## src/rtl/systolic_feeder_pkg.sv

```systemverilog
// Shared definitions for the systolic feeder and the MAC array it drives.
package systolic_feeder_pkg;

    localparam int unsigned N          = 4;
    localparam int unsigned DW_DEF     = 4;
    localparam int unsigned FEED_STEPS = 2 * N - 1;
    localparam int unsigned T_W        = 3;
    localparam int unsigned IDX_W      = 2;

    typedef enum logic [2:0] {
        IDLE,
        CLEAR,
        FEED,
        DRAIN,
        DONE
    } state_e;

endpackage

```

## src/rtl/systolic_feeder_if.sv

```systemverilog
// Control, matrix and skewed-stream bundle between a feeder and its requester/array.
interface systolic_feeder_if #(
    parameter int unsigned DW = systolic_feeder_pkg::DW_DEF
);

    localparam int unsigned MAT_W = systolic_feeder_pkg::N * systolic_feeder_pkg::N * DW;

    logic             start;
    logic [MAT_W-1:0] a_mat;
    logic [MAT_W-1:0] b_mat;
    logic [DW-1:0]    a_in_row0;
    logic [DW-1:0]    a_in_row1;
    logic [DW-1:0]    a_in_row2;
    logic [DW-1:0]    a_in_row3;
    logic [DW-1:0]    b_in_col0;
    logic [DW-1:0]    b_in_col1;
    logic [DW-1:0]    b_in_col2;
    logic [DW-1:0]    b_in_col3;
    logic             clr;
    logic [1:0]       enable;
    logic             update_ready;
    logic             busy;

    modport master (
        output start, a_mat, b_mat,
        input  a_in_row0, a_in_row1, a_in_row2, a_in_row3,
        input  b_in_col0, b_in_col1, b_in_col2, b_in_col3,
        input  clr, enable, update_ready, busy
    );

    modport slave (
        input  start, a_mat, b_mat,
        output a_in_row0, a_in_row1, a_in_row2, a_in_row3,
        output b_in_col0, b_in_col1, b_in_col2, b_in_col3,
        output clr, enable, update_ready, busy
    );

endinterface

```

## src/rtl/systolic_feeder_skew_select.sv

```systemverilog
// Picks element (t - lane) of a latched row/column, or 0 outside the 4-wide skew window.
module skew_select
    import systolic_feeder_pkg::*;
#(
    parameter int unsigned DW = DW_DEF
) (
    input  logic             en_i,
    input  logic [T_W-1:0]   t_i,
    input  logic [IDX_W-1:0] lane_i,
    input  logic [N*DW-1:0]  vec_i,
    output logic [DW-1:0]    elem_c_o
);

    localparam int unsigned D_W = T_W + 1;

    logic [D_W-1:0]   diff;
    logic [IDX_W-1:0] idx;
    logic             hit;

    // Extra sign bit on diff catches t < lane; upper bits catch t - lane > N-1.
    always_comb begin
        diff     = {1'b0, t_i} - D_W'(lane_i);
        idx      = diff[IDX_W-1:0];
        hit      = en_i && (diff[D_W-1:IDX_W] == '0);
        elem_c_o = '0;
        for (int k = 0; k < int'(N); k++) begin
            if (hit && (idx == IDX_W'(k))) begin
                elem_c_o = vec_i[k*DW +: DW];
            end
        end
    end

endmodule

```

## src/rtl/systolic_feeder.sv

```systemverilog
// Sequences clear/feed/drain/done for one 4x4 systolic product and emits skewed operand streams.
module systolic_feeder
    import systolic_feeder_pkg::*;
#(
    parameter int unsigned DRAIN_CYCLES = 4,
    parameter int unsigned DW           = DW_DEF
) (
    input logic          CLK,
    input logic          RST,
    systolic_feeder_if.slave bus
);

    localparam int unsigned MAT_W   = N * N * DW;
    localparam int unsigned CNT_MAX = (DRAIN_CYCLES > FEED_STEPS) ? DRAIN_CYCLES : FEED_STEPS;
    localparam int unsigned CNT_W   = $clog2(CNT_MAX + 1);
    localparam logic [CNT_W-1:0] FEED_LAST  = CNT_W'(FEED_STEPS - 1);
    localparam logic [CNT_W-1:0] DRAIN_LAST = CNT_W'(DRAIN_CYCLES - 1);

    state_e           state_q, state_d;
    logic [CNT_W-1:0] t_q, t_d;
    logic [MAT_W-1:0] a_lat_q, a_lat_d;
    logic [MAT_W-1:0] b_lat_q, b_lat_d;
    logic             clr_q, clr_d;
    logic [1:0]       en_q, en_d;
    logic             upd_q, upd_d;
    logic             busy_q, busy_d;
    logic             feed_d;
    logic [DW-1:0]    a_row_q [N];
    logic [DW-1:0]    a_row_d [N];
    logic [DW-1:0]    b_col_q [N];
    logic [DW-1:0]    b_col_d [N];
    logic [N*DW-1:0]  a_vec   [N];
    logic [N*DW-1:0]  b_vec   [N];

    // Next state plus registered-output decode from the state being entered.
    always_comb begin
        state_d = state_q;
        t_d     = t_q;
        a_lat_d = a_lat_q;
        b_lat_d = b_lat_q;
        clr_d   = 1'b0;
        en_d    = 2'b00;
        upd_d   = 1'b0;
        busy_d  = 1'b0;
        feed_d  = 1'b0;

        unique case (state_q)
            IDLE: begin
                if (bus.start) begin
                    state_d = CLEAR;
                    a_lat_d = bus.a_mat;
                    b_lat_d = bus.b_mat;
                end
            end
            CLEAR: begin
                state_d = FEED;
                t_d     = '0;
            end
            FEED: begin
                if (t_q == FEED_LAST) begin
                    state_d = DRAIN;
                    t_d     = '0;
                end else begin
                    t_d = t_q + CNT_W'(1);
                end
            end
            DRAIN: begin
                if (t_q == DRAIN_LAST) begin
                    state_d = DONE;
                    t_d     = '0;
                end else begin
                    t_d = t_q + CNT_W'(1);
                end
            end
            DONE:    state_d = IDLE;
            default: state_d = IDLE;
        endcase

        unique case (state_d)
            CLEAR: begin
                clr_d  = 1'b1;
                busy_d = 1'b1;
            end
            FEED: begin
                en_d   = 2'b11;
                busy_d = 1'b1;
                feed_d = 1'b1;
            end
            DRAIN: begin
                en_d   = 2'b11;
                busy_d = 1'b1;
            end
            DONE: begin
                upd_d  = 1'b1;
                busy_d = 1'b1;
            end
            default: ;
        endcase
    end

    // Row i of A is contiguous; column j of B is strided by N elements.
    always_comb begin
        a_vec = '{default: '0};
        b_vec = '{default: '0};
        for (int r = 0; r < int'(N); r++) begin
            for (int k = 0; k < int'(N); k++) begin
                a_vec[r][k*DW +: DW] = a_lat_q[(int'(N)*r + k)*DW +: DW];
                b_vec[r][k*DW +: DW] = b_lat_q[(int'(N)*k + r)*DW +: DW];
            end
        end
    end

    for (genvar g = 0; g < int'(N); g++) begin : g_lane
        skew_select #(.DW(DW)) u_row (
            .en_i     (feed_d),
            .t_i      (T_W'(t_d)),
            .lane_i   (IDX_W'(g)),
            .vec_i    (a_vec[g]),
            .elem_c_o (a_row_d[g])
        );
        skew_select #(.DW(DW)) u_col (
            .en_i     (feed_d),
            .t_i      (T_W'(t_d)),
            .lane_i   (IDX_W'(g)),
            .vec_i    (b_vec[g]),
            .elem_c_o (b_col_d[g])
        );
    end

    always_ff @(posedge CLK) begin
        if (RST) begin
            state_q <= IDLE;
            t_q     <= '0;
            a_lat_q <= '0;
            b_lat_q <= '0;
            clr_q   <= 1'b0;
            en_q    <= 2'b00;
            upd_q   <= 1'b0;
            busy_q  <= 1'b0;
            a_row_q <= '{default: '0};
            b_col_q <= '{default: '0};
        end else begin
            state_q <= state_d;
            t_q     <= t_d;
            a_lat_q <= a_lat_d;
            b_lat_q <= b_lat_d;
            clr_q   <= clr_d;
            en_q    <= en_d;
            upd_q   <= upd_d;
            busy_q  <= busy_d;
            a_row_q <= a_row_d;
            b_col_q <= b_col_d;
        end
    end

    assign bus.a_in_row0    = a_row_q[0];
    assign bus.a_in_row1    = a_row_q[1];
    assign bus.a_in_row2    = a_row_q[2];
    assign bus.a_in_row3    = a_row_q[3];
    assign bus.b_in_col0    = b_col_q[0];
    assign bus.b_in_col1    = b_col_q[1];
    assign bus.b_in_col2    = b_col_q[2];
    assign bus.b_in_col3    = b_col_q[3];
    assign bus.clr          = clr_q;
    assign bus.enable       = en_q;
    assign bus.update_ready = upd_q;
    assign bus.busy         = busy_q;

endmodule

```

## src/flat_wrapper.sv

```systemverilog
// flat-port wrapper written by rule: the top's interface ports become plain ports
module systolic_feeder_flat import systolic_feeder_pkg::*;
#(
    parameter int unsigned DRAIN_CYCLES = 4,
    parameter int unsigned DW           = DW_DEF
)
  (CLK, RST, bus_start, bus_a_mat, bus_b_mat, bus_a_in_row0, bus_a_in_row1, bus_a_in_row2, bus_a_in_row3, bus_b_in_col0, bus_b_in_col1, bus_b_in_col2, bus_b_in_col3, bus_clr, bus_enable, bus_update_ready, bus_busy);
  systolic_feeder_if #(.DW(DW)) bus_i ();
  input logic CLK;
  input logic RST;
  input wire logic [$bits(bus_i.start)-1:0] bus_start;
  input wire logic [$bits(bus_i.a_mat)-1:0] bus_a_mat;
  input wire logic [$bits(bus_i.b_mat)-1:0] bus_b_mat;
  output wire logic [$bits(bus_i.a_in_row0)-1:0] bus_a_in_row0;
  output wire logic [$bits(bus_i.a_in_row1)-1:0] bus_a_in_row1;
  output wire logic [$bits(bus_i.a_in_row2)-1:0] bus_a_in_row2;
  output wire logic [$bits(bus_i.a_in_row3)-1:0] bus_a_in_row3;
  output wire logic [$bits(bus_i.b_in_col0)-1:0] bus_b_in_col0;
  output wire logic [$bits(bus_i.b_in_col1)-1:0] bus_b_in_col1;
  output wire logic [$bits(bus_i.b_in_col2)-1:0] bus_b_in_col2;
  output wire logic [$bits(bus_i.b_in_col3)-1:0] bus_b_in_col3;
  output wire logic [$bits(bus_i.clr)-1:0] bus_clr;
  output wire logic [$bits(bus_i.enable)-1:0] bus_enable;
  output wire logic [$bits(bus_i.update_ready)-1:0] bus_update_ready;
  output wire logic [$bits(bus_i.busy)-1:0] bus_busy;
  assign bus_i.start = bus_start;
  assign bus_i.a_mat = bus_a_mat;
  assign bus_i.b_mat = bus_b_mat;
  assign bus_a_in_row0 = bus_i.a_in_row0;
  assign bus_a_in_row1 = bus_i.a_in_row1;
  assign bus_a_in_row2 = bus_i.a_in_row2;
  assign bus_a_in_row3 = bus_i.a_in_row3;
  assign bus_b_in_col0 = bus_i.b_in_col0;
  assign bus_b_in_col1 = bus_i.b_in_col1;
  assign bus_b_in_col2 = bus_i.b_in_col2;
  assign bus_b_in_col3 = bus_i.b_in_col3;
  assign bus_clr = bus_i.clr;
  assign bus_enable = bus_i.enable;
  assign bus_update_ready = bus_i.update_ready;
  assign bus_busy = bus_i.busy;
  systolic_feeder #(.DRAIN_CYCLES(DRAIN_CYCLES), .DW(DW)) u_core (.CLK(CLK), .RST(RST), .bus(bus_i));
endmodule
```

## config.mk

```make
export PLATFORM = sky130hd
export DESIGN_NAME = systolic_feeder_flat
export DESIGN_NICKNAME = d
export VERILOG_FILES = /design/src/rtl/systolic_feeder_pkg.sv /design/src/rtl/systolic_feeder_if.sv /design/src/rtl/systolic_feeder_skew_select.sv /design/src/rtl/systolic_feeder.sv /design/src/flat_wrapper.sv
export SDC_FILE = /design/constraint.sdc
export NUM_CORES = 1
export LEC_CHECK = 0
export ABC_AREA = 0
export CAP_MARGIN = 20
export CORE_AREA = 2 2 164 166
export CTS_CLUSTER_SIZE = 16
export DETAILED_ROUTE_END_ITERATION = 7
export DIE_AREA = 0 0 166 168
export GPL_TIMING_DRIVEN = 1
export PLACE_DENSITY = 0.52
export SLEW_MARGIN = 20
export SYNTH_ARGS = -nofsm -noshare
export SYNTH_HDL_FRONTEND = slang
export SYNTH_HIERARCHICAL = 1
export SYNTH_SLANG_ARGS = --single-unit
```

## constraint.sdc

```tcl
create_clock -name CLK -period 7.3 [get_ports CLK]
set_clock_uncertainty 0.15 [all_clocks]
set_input_delay 1.825 -clock CLK [delete_from_list [all_inputs] [get_ports CLK]]
set_output_delay 1.825 -clock CLK [all_outputs]
set_load 0.005 [all_outputs]
```

==> flow_results.org <==
** STA
- Time the worst path needs with I/O delays and setup :: 3940 ps
- RSZ-0062 raised after global routing :: no
- The total count of hold-check failures in the final report came to 0.
- For the pin with the worst max-slew slack, the measured transition is 957 ps.
- Of the available clock period, the critical path in the final layout requires 54.0%.
- Relative max-transition margin :: 36.2%
- Final number of max-transition violations :: 0
- Setup slack on the critical path of the routed design comes to 3360 ps.
- Setup TNS :: 0 ps
- Setup-violating endpoint count in the final report :: 0
- Peak clock frequency supported by timing :: 0.254 GHz

** Floorplan
- In this run the vertical extent of the chip is 168 microns.
- For this configuration, the core starts out at a cell density of 29.2%.
- Number of top-level design ports :: 168
- Overall die area :: 27,900 sq um
- The region available for standard cell placement spans 26,400 sq um.
- Overall die width :: 166 microns
- Number of rows created at floorplan :: 60

** Clock network
- Once the clock tree was built, the resizer swapped 0 gates to a different size.
- TritonCTS created 17 clock buffers.
- Maximum buffer depth of the clock tree :: 2
- Hold_buf cts :: 0
- The clock drives 170 sinks.
- TritonCTS clock tree :: done
- Latest clock arrival within the worst-skew pair :: 420 ps
- Clock-pin slew was measured on the worst setup and hold paths at 70 ps.
- The number of setup buffers added after CTS is 0.
- The H-tree was split into 4 levels.
- CTS root buf :: clkbuf_16

** Placement
- Minimum setup slack after placement :: 2880 ps
- In this run the tool buffered the top-level ports with 167 buffer cells.
- Final Wtd Congestion :: 0.734
- Cell total after placement :: 1,350
- Once detailed placement completed, the half-perimeter wirelength came to 14.0 mm.

** Layout
- Post-layout net count :: 1,187
- The largest registers in the layout are u_core/a_lat_q x64, u_core/b_lat_q x64.
- In the final layout, the share of cells above drive strength 1 is 3.94%.
- Final Non-Filler Cells :: 1,382
- The area growth from synthesis to layout is 32.1%.
- Once layout is complete, the utilization of the core stands at 38.6%.

** Power and ir drop
- Across the VDD grid, the largest voltage drop is 0.139 mV.
- For this design the static power due to leakage is 3.92 nW.
- Power density relative to cell area :: 231 nW/um^2

** Critical path
- Sum of buffers and inverters on the critical path :: 3
- Worst endpoint required time :: 7500 ps
- In this design, the critical path's most frequently occurring cell is buf_4.
- Worst EP arrival :: 4140 ps
- Worst-path maximum fanout :: 77
- Kind of cell with the highest combined delay on the critical path :: buffers and inverters
- For this design, the slowest cell found on the critical path is buf_4.
- Sort of element at the start of the critical path :: primary input
- The critical path in this run is classified as in -> reg.
- The signal on the critical path passes through clkdlybuf4s50_1 > nor4b_4 > buf_4 > buf_4 > nand2_1 > a21oi_1.
- Nature of the critical path endpoint :: register
- Critical Path Max Stage Delay :: 700 ps

** Global route
- Global Route Usage Sum :: 14.4%
- The total overflow left after global routing is 0.
- The number of global-route vias before repair came to 5,957.
- Initial antenna violation count :: 1
- The first global-routing pass estimated 31.9 mm of wire.
- Pin count of the biggest net entering global routing :: 89

** Route
- The pre-antenna-repair detailed-routing pass consisted of 5 iterations.
- Total Wirelength :: 20.1 mm
- In this run the remaining antenna-violating nets after routing total 0.
- For this block, the initial DRC count from the detailed router was 304.
- Dividing the detail-routed via count by the number of cells gives 4.47.
- After detailed routing, the average wire length per cell comes to 14.6 microns.
- For this run, design rule violations remaining after detail routing come to 0.
- Summing over every cut layer, the via total after detailed routing is 6,183.

** Synth
- Each instance of the synthesized netlist takes up on average 8.89 sq um.
- Synth top area cells :: dfxtp_1, nand2_1, mux4_1
- The commonest cells after synthesis are nand2_1, dfxtp_1, a21oi_1.
- Biggest area consumer among synthesized cells :: dfxtp_1
- nand2_1 is the most common cell in the netlist.
- The cell area that synthesis handed to floorplanning was 7690 sq um.
- For this run, asynchronously set or reset flops after synthesis account for 0%.
- Area share of the largest cell type after synthesis :: 44.2%
- In this run, synthesis inferred 0 flip-flops with an integrated enable.
- In this run, distinct cell masters in the synthesized netlist total 33.
- Yosys reg bits :: 170
- Predominant post-synthesis flop cell :: dfxtp_1
- Post-synthesis cell count :: 866
- Yosys printed 6 warnings.
- Post-synthesis sequential area ratio :: 44.2%

** Hold path
- The worst hold path belongs to the class reg -> reg.

** Outcome
- The run finished with clean final reports.

** Flow run
- The tool flagged a number of max-cap violations equal to 0.
## final timing paths
kind                            from                 endpoint  slack [ps]  cells past startpoint
hold reg to reg   u_core/a_lat_q[57]       u_core/a_lat_q[57]         300                      2
setup reg to reg       u_core/t_q[0]  u_core/bus.a_in_row3[2]        3920                     11
hold / removal    u_core/a_lat_q[57]       u_core/a_lat_q[57]         300                      2
setup / recovery           bus_start       u_core/b_lat_q[15]        3360                      6
## placed cells by master (no fill, tap or decap), types with 2 or more instances in the layout
cell             Yosys  layout
clkinv_2             0       3
bufinv_16            0       3
a211oi_1            33      33
conb_1               2      24
clkbuf_16            0      17
nand2_1            270     270
nor2b_1             41      41
o21ai_0              8       8
inv_6                0       3
inv_1               68      68
nor2_1              11      10
nor4_1               2       2
and3_1               2       2
dfxtp_1            170     170
a21oi_1            131     131
buf_4                1       6
ha_1                20      20
clkinv_4             0       2
mux4_1              32      32
nor3b_1              2       2
nor3_1               4       4
fa_1                 8       8
clkdlybuf4s50_1      0     166
## power by group
group	switching, mW	leakage [nW]	internal [mW]	total (mW)
Combinational	0.200	2.23	0.191	0.391
Clock	0.393	0.299	0.551	0.944
Sequential	0.0290	1.39	0.981	1.01
## worst reg2reg max path, cell delays in order, from the launching register on
cell      delay (ps)
dfxtp_1          330
ha_1             220
ha_1             220
nand2_1           90
nand4b_1         130
nand2_1          620
inv_1            150
fa_1             710
mux4_1           340
inv_1             80
a211oi_1          40
nor2b_1          140
## per-layer routing
layer / vias up / global-route usage, % / share of wire (%) / wire length [microns]
met3: 16 / 3.46 / 4.3 / 867
met5: - / 0 / 0 / 0
li1: 3197 / - / - / -
met1: 2847 / 19.1 / 47 / 9510
met4: 0 / 3.59 / 0.87 / 174
met2: 123 / 23.8 / 48 / 9550
## through the flow
| stage | power [mW] | instance area, sq um | hold WS [ps] |
|---|---|---|---|
| 2_1_floorplan | 1.29 | 7780 | 282 |
| 3_5_place_dp | 1.43 | 9560 | 292 |
| 5_1_grt | 2.47 | 10200 | 313 |
| 4_1_cts | 2.38 | 10200 | 302 |
| 3_3_place_gp | 1.43 | 9560 | 288 |
| 6_report | 2.35 | 10200 | 299 |
## cell families (layout without fill, tap and decap cells)
kind of cell	after synthesis	count (layout)	synth area share [%]
simple gates	339	339	18.7
mux	33	33	11.1
compound gates	175	175	12.6
other cells	2	25	0.0976
buf+inv	119	271	8.03
fa+ha+maj	28	28	5.33
flops	170	170	44.2
## cell type report
class,instances,area (sq um)
antenna,1,2.50
inverter,68,255
sequential,170,3400
multi-input combinational,599,3770
fill,2690,16200
clock buffer,18,439
clock inverter,13,168
tap,341,427
timing repair buffer,172,1710
No activity file was read; power rests on OpenSTA's default activity.
